## config.mk

```make
export PLATFORM = sky130hd
export DESIGN_NAME = conv_mac_3x3
export DESIGN_NICKNAME = d
export VERILOG_FILES = /design/src/rtl/conv_mac_3x3.sv
export SDC_FILE = /design/constraint.sdc
export NUM_CORES = 2
export LEC_CHECK = 0
export ABC_AREA = 1
export CORE_MARGIN = 5
export CORE_UTILIZATION = 40
export CTS_CLUSTER_SIZE = 8
export DETAILED_ROUTE_END_ITERATION = 6
export GPL_TIMING_DRIVEN = 0
export SLEW_MARGIN = 10
export SYNTH_ARGS = -nofsm -noshare
export SYNTH_HDL_FRONTEND = slang
export SYNTH_SLANG_ARGS = --single-unit
```

## constraint.sdc

```tcl
create_clock -name CLKOUT -period 7.6 [get_ports CLKOUT]
set_clock_uncertainty 0.1 [all_clocks]
set_input_delay 0.76 -clock CLKOUT [delete_from_list [all_inputs] [get_ports CLKOUT]]
set_output_delay 0.76 -clock CLKOUT [all_outputs]
set_load 0.03 [all_outputs]
```

## src/rtl/conv_mac_3x3.sv

```systemverilog
// conv_mac_3x3: sequential 3x3 convolution MAC, one tap per clock.
// Define CONV_SIGNED_EN for two's-complement operands.
module conv_mac_3x3 #(
  parameter int DATA_W = 16,
  parameter int TAPS   = 9,
  parameter int RES_W  = 64
) (
  input  logic                     CLKOUT,
  input  logic                     rst_n,
  input  logic                     start,
  input  logic [TAPS*DATA_W-1:0]   PATCH,
  input  logic [TAPS*DATA_W-1:0]   KERNEL,
  output logic [RES_W-1:0]         RESULT,
  output logic                     busy,
  output logic                     done
);

  localparam int VEC_W = TAPS * DATA_W;
  localparam int PRD_W = 2 * DATA_W;
  localparam int ACC_W = PRD_W + 4;

  typedef enum logic [1:0] {
    S_IDLE,
    S_MAC,
    S_DONE
  } state_t;

  state_t             state;
  state_t             state_nx;
  logic [VEC_W-1:0]   p_q;
  logic [VEC_W-1:0]   k_q;
  logic [VEC_W-1:0]   p_sh;
  logic [VEC_W-1:0]   k_sh;
  logic [DATA_W-1:0]  p_cur;
  logic [DATA_W-1:0]  k_cur;
  logic [PRD_W-1:0]   prod;
  logic [ACC_W-1:0]   prod_ext;
  logic [ACC_W-1:0]   acc;
  logic [RES_W-1:0]   res_ext;
  logic [3:0]         idx;

  // Select tap idx by shifting it up to the MSB word
  always_comb begin
    p_sh  = p_q << (idx * DATA_W);
    k_sh  = k_q << (idx * DATA_W);
    p_cur = p_sh[VEC_W-1 -: DATA_W];
    k_cur = k_sh[VEC_W-1 -: DATA_W];
  end

`ifdef CONV_SIGNED_EN
  // Signed product, sign-extended into the accumulator and result
  always_comb begin
    prod     = $signed(p_cur) * $signed(k_cur);
    prod_ext = {{(ACC_W-PRD_W){prod[PRD_W-1]}}, prod};
    res_ext  = {{(RES_W-ACC_W){acc[ACC_W-1]}}, acc};
  end
`else
  // Unsigned product, zero-extended into the accumulator and result
  always_comb begin
    prod     = p_cur * k_cur;
    prod_ext = {{(ACC_W-PRD_W){1'b0}}, prod};
    res_ext  = {{(RES_W-ACC_W){1'b0}}, acc};
  end
`endif

  // State register
  always_ff @(posedge CLKOUT or negedge rst_n) begin
    if (!rst_n) state <= S_IDLE;
    else        state <= state_nx;
  end

  // Next-state logic; an out-of-range idx abandons the run
  always_comb begin
    state_nx = state;
    case (state)
      S_IDLE: if (start) state_nx = S_MAC;
      S_MAC: begin
        if (idx == 4'd8)     state_nx = S_DONE;
        else if (idx > 4'd8) state_nx = S_IDLE;
      end
      S_DONE:  state_nx = S_IDLE;
      default: state_nx = S_IDLE;
    endcase
  end

  // Status output
  always_comb begin
    busy = (state != S_IDLE);
  end

  // Operand snapshot, accumulation and result publish
  always_ff @(posedge CLKOUT or negedge rst_n) begin
    if (!rst_n) begin
      p_q    <= '0;
      k_q    <= '0;
      acc    <= '0;
      idx    <= '0;
      RESULT <= '0;
      done   <= 1'b0;
    end else begin
      done <= 1'b0;
      case (state)
        S_IDLE: begin
          if (start) begin
            p_q <= PATCH;
            k_q <= KERNEL;
            acc <= '0;
            idx <= '0;
          end
        end
        S_MAC: begin
          acc <= acc + prod_ext;
          idx <= idx + 4'd1;
        end
        S_DONE: begin
          RESULT <= res_ext;
          done   <= 1'b1;
        end
        default: ;
      endcase
    end
  end

endmodule

```

### Yosys cells after proc, flatten, opt, wreduce, memory -nomap -nowiden

Cells that the tools add are included.

* register bits: 367
* word-level logic and storage cells: 33
* output and inout bits: 66

* shifts and indexed selects: 2
* equality and inequality tests: 5
* mux-type cells: 9
* magnitude comparators: 1
* multipliers: 1
* reductions and logical operators: 6
* add/subtract/negate cells: 2

Operator list (count)
* $shl A144 B8 Y144: 2
* $pmux W36 S2: 1
* $add A36 B32 Y36: 1
* $mux W36: 1
* $mul A16 B16 Y32: 1
* $pmux W4 S2: 1
* $mux W2: 3
* $reduce_and A2 Y1: 3
* $add A4 B1 Y4 const B: 1
* $eq A4 B4 Y1 const B: 1
* $gt A4 B4 Y1 const B: 1
* $mux W4: 1
* $pmux W2 S2: 1
* $reduce_bool A2 Y1: 2
* $ne A3 B3 Y1 const B: 1
* $eq A2 B1 Y1 const B: 1
* $eq A2 B2 Y1 const B: 1
* $logic_not A2 Y1: 1
* $ne A2 B2 Y1 const B: 1
* $mux W1: 1

### Longest topological paths before layout

* depth in word-level cells: 4
* depth in mapped cells: 36

### Worst setup path after synthesis

No wires, ideal clock.

* kind: register to register
* start: register idx[0]
* end: register acc[33]
* arrival time: 5762 ps
* setup time: 118 ps
* slack: 1620 ps
* path buffers: 3
* period minus slack after synthesis: 5980 ps
* stages on the path, launching flop included: 31
* path through: dfrtp_1 > inv_2 > buf_6 > nand4_1 > buf_2 > o21ai_2 > buf_4 > nand2_1 > fa_1 > inv_1 > fa_1 > inv_1 > fa_1 > inv_1 > fa_1 > fa_1 > inv_1 > fa_1 > inv_1 > ha_1 > nand2_1 > inv_1 > nand2_1 > nor3_1 > nand2_1 > nand2_1 > nand2_1 > nand2_1 > nand2_1 > nand3_1 > nand2_1

* cells in the longest elaborated chain, start to end: 4

Ends and longest elaborated chain
* from (decl): RTL line 40 `logic [3:0] idx;`
* from (signal assigned): RTL line 113 `idx <= idx + 4'd1;`
* $shl A144 B8 Y144 (on tied branches): RTL line 44, 45
* $mul A16 B16 Y32 *: RTL line 60 `prod = p_cur * k_cur;`
* $add A36 B32 Y36 *: RTL line 112 `acc <= acc + prod_ext;`
* $pmux W36 S2 *: RTL line 102 `case (state)`
* to (signal assigned): RTL line 112
* to (decl): RTL line 38 `logic [ACC_W-1:0] acc;`

Every way passes the cells marked *; elsewhere a longest branch is shown, timed or not.
A chain may end at the register's enable or synchronous reset.

### Worst setup path after layout

* start: register idx[0]
* end: register acc[30]

Same word-level chain as after synthesis.

==> flow_summary_export.csv <==
group,metric,value,unit
timing,worst_hold_slack,0.0216,ns
critical_path,critPathKind,"flop to flop",
logic_synthesis,synthesis.area,0.0272,mm^2
timing,fin_crit,7.38,ns
logic_synthesis,syn_area_per_cell,7.60,um^2
clock_tree,cts.reportedPaths.clkPinSlew,0.05,ns
critical_path,r2r-end,"acc[30]",
timing,rsz0062_at_grt,"true",
timing,worst_slew_pin_slew,1.12,ns
global_routing,antenna_found_initial,4,
timing,fmax,135,MHz
final_layout,syn2layout_area_growth,22.9,%
critical_path,reg2reg_setup_slack,0.22,ns
critical_path,cpPeakStageDelay,0.56,ns
logic_synthesis,yosysWarnings,0,
floorplanning,core,0.0674,mm^2
clock_tree,clock-root-buffer,"clkbuf_16",
routing,wl,100000,um
critical_path,critPathArrivalTime,7.78,ns
logic_synthesis,synth_seq_cells,367,
critical_path,r2r_cells,30,
critical_path,crit_required,7.99,ns
logic_synthesis,synth-async-reset-ratio,1.00,
clock_tree,cts_tree,"built",
routing,drc,0,
routing,routedWlPerCell,20.5,um
timing,drv_slew,0,
floorplanning,die_w,271,um
job,drv_cap,0,
timing,hold_viol,0,
floorplanning,placementRows,95,
routing,vias,24600,
min_path,min_path_type,"input pin to async pin",
clock_tree,cts_max_path_buffers,3,
timing,min_period_over_period,0.972,
final_layout,drive_gt1_frac,0.0573,
routing,final_antenna_net_count,0,
logic_synthesis,ys_types,32,
global_routing,grt_usage,0.269,
critical_path,cp_slowest_cell,"fa_1",
floorplanning,die_h,271,um
clock_tree,cts_htree_levels,2,
routing,dr.pass1.iters,5,
logic_synthesis,synth_edf_count,0,
placed_design,hpwl,80100,um
final_layout,fin_area,0.0335,mm^2
global_routing,grt_pass1_wl,150000,um
global_routing,grt_pass1_vias,24600,
clock_tree,cts.sinks,367,
run_status,status,"completed",
timing,relSlewSlack,0.251,
logic_synthesis,ys_seq_area_frac,0.337,
critical_path,timing.rr.start,"idx[0]",
placed_design,place_area,0.0318,mm^2
floorplanning,io_pins,357,
logic_synthesis,synth_cells,3582,
final_layout,fin_nets,4632,
floorplanning,dieArea,0.0734,mm^2
critical_path,crit_path_max_fanout,10,
global_routing,grt.overflow.total,0,
clock_tree,cts_buffers,53,
routing,drtIter0Drc,2069,
global_routing,grt_max_degree,106,
critical_path,endpoint_kind,"flop",
floorplanning,start_util,0.404,
placed_design,io_buffers,328,
placed_design,gp_congestion,0.915,
logic_synthesis,synthFlopType,"dfrtp_1",
clock_tree,clk_latency,0.63,ns
routing,viasPerCell,5.03,
timing,final-setup-viol-count,0,
final_layout,nFillCells,6740,
clock_tree,cts_hold_buf,0,
critical_path,worst_setup_path_start_kind,"flop",
layer usage:
metal | routed length (um) | global-route usage
met2 | 46000 | 0.435
met1 | 41100 | 0.356
met4 | 4290 | 0.103
met5 | 7 | 0
met3 | 8760 | 0.0563
layout by cell type (no fill, tap or decap), types with 6 or more instances in the layout:
cell,count
o21ai_0,196
o221ai_1,19
o22ai_1,7
a21oi_1,29
nor3_1,6
clkbuf_2,10
nand3_1,57
o21ai_1,34
buf_2,28
clkbuf_1,80
o21ai_4,7
fa_1,226
inv_1,616
dfrtp_1,366
buf_6,32
conb_1,28
o211ai_1,45
ha_1,111
clkbuf_16,53
clkdlybuf4s50_1,327
buf_4,46
nand2_1,1397
o21ai_2,25
nor2_1,220
stage by stage:
| stage | setup slack (ns) | cells | TNS, ns | util |
|---|---|---|---|---|
| 2_1_floorplan | 1.62 | 3609 | 0 | - |
| 3_3_place_gp | -11.34 | 4810 | -4134.74 | 0.471 |
| 3_5_place_dp | 0.0882 | 4814 | 0 | 0.472 |
| 4_1_cts | 0.0453 | 4878 | 0 | 0.494 |
| 5_1_grt | -0.0298 | 4888 | -0.0590 | 0.497 |
| 6_report | 0.216 | 4889 | 0 | 0.497 |
worst max path at each step:
stage | from | end | slack (ns) | cells after the start
after CTS | idx[1] | acc[28] | 0.05 | 29
after detailed placement | idx[1] | acc[28] | 0.09 | 28
after floorplan | idx[0] | acc[33] | 1.62 | 30
final | idx[0] | acc[30] | 0.22 | 30
after global placement | rst_n | acc[24] | -11.34 | 1
after global routing | idx[1] | acc[34] | -0.03 | 32
what timing repair did:
action                                  CTS  global route
endpoints found under the setup margin    0            24
gates resized for setup                   0            38
hold endpoints to repair                  0             0
buffers inserted                          0             7
sequential cells by signal (all words and copies together) (netlist names):
name	cells
idx	4
p_q	144
RESULT	36
k_q	144
state	2
acc	36
done	1
logic make-up after synthesis:
| group | Yosys count | share of synthesized area |
|---|---|---|
| buf+inv | 813 | 0.128 |
| other cells | 1 | 0.000138 |
| xor+xnor | 3 | 0.000965 |
| compound gates | 367 | 0.0794 |
| simple gates | 1693 | 0.237 |
| fa+ha+maj | 338 | 0.218 |
| flops | 367 | 0.337 |
synthesized netlist by cell type, drive strengths merged (29+ instances only):
| cell type | n | share of area |
|---|---|---|
| a21oi | 29 | 0.0053 |
| nor2 | 221 | 0.031 |
| buf | 105 | 0.030 |
| ha | 112 | 0.051 |
| nand2 | 1400 | 0.19 |
| o211ai | 45 | 0.012 |
| nand3 | 61 | 0.011 |
| clkbuf | 87 | 0.012 |
| o21ai | 262 | 0.053 |
| inv | 618 | 0.085 |
| fa | 226 | 0.17 |
| dfrtp | 367 | 0.34 |
final cells by class:
type                    instances  area [um^2]  share of cell area
plain buffers                 192         1170              0.0348
diodes                          4         10.0            0.000299
clock inverters                 5          105             0.00314
multi-input cells            2429        14800               0.441
repair buffers                339         3450               0.103
flip-flops and latches        367         9190               0.274
well taps                     873         1090              0.0326
inverters                     621         2330              0.0696
clock buffers                  59         1390              0.0415
worst max-delay path: cells and delay by family, from the launching register on:
kind                       cells  cell delay, ns
DFF                            1            0.45
and+or+nand+nor               12            1.61
adders and majority gates      7            3.30
AOI/OAI and AO/OA              4            0.88
buffers and inverters          7            0.90
Power is not shown: default switching activity piles up to over one toggle a cycle in this logic, so the estimate is an artifact.
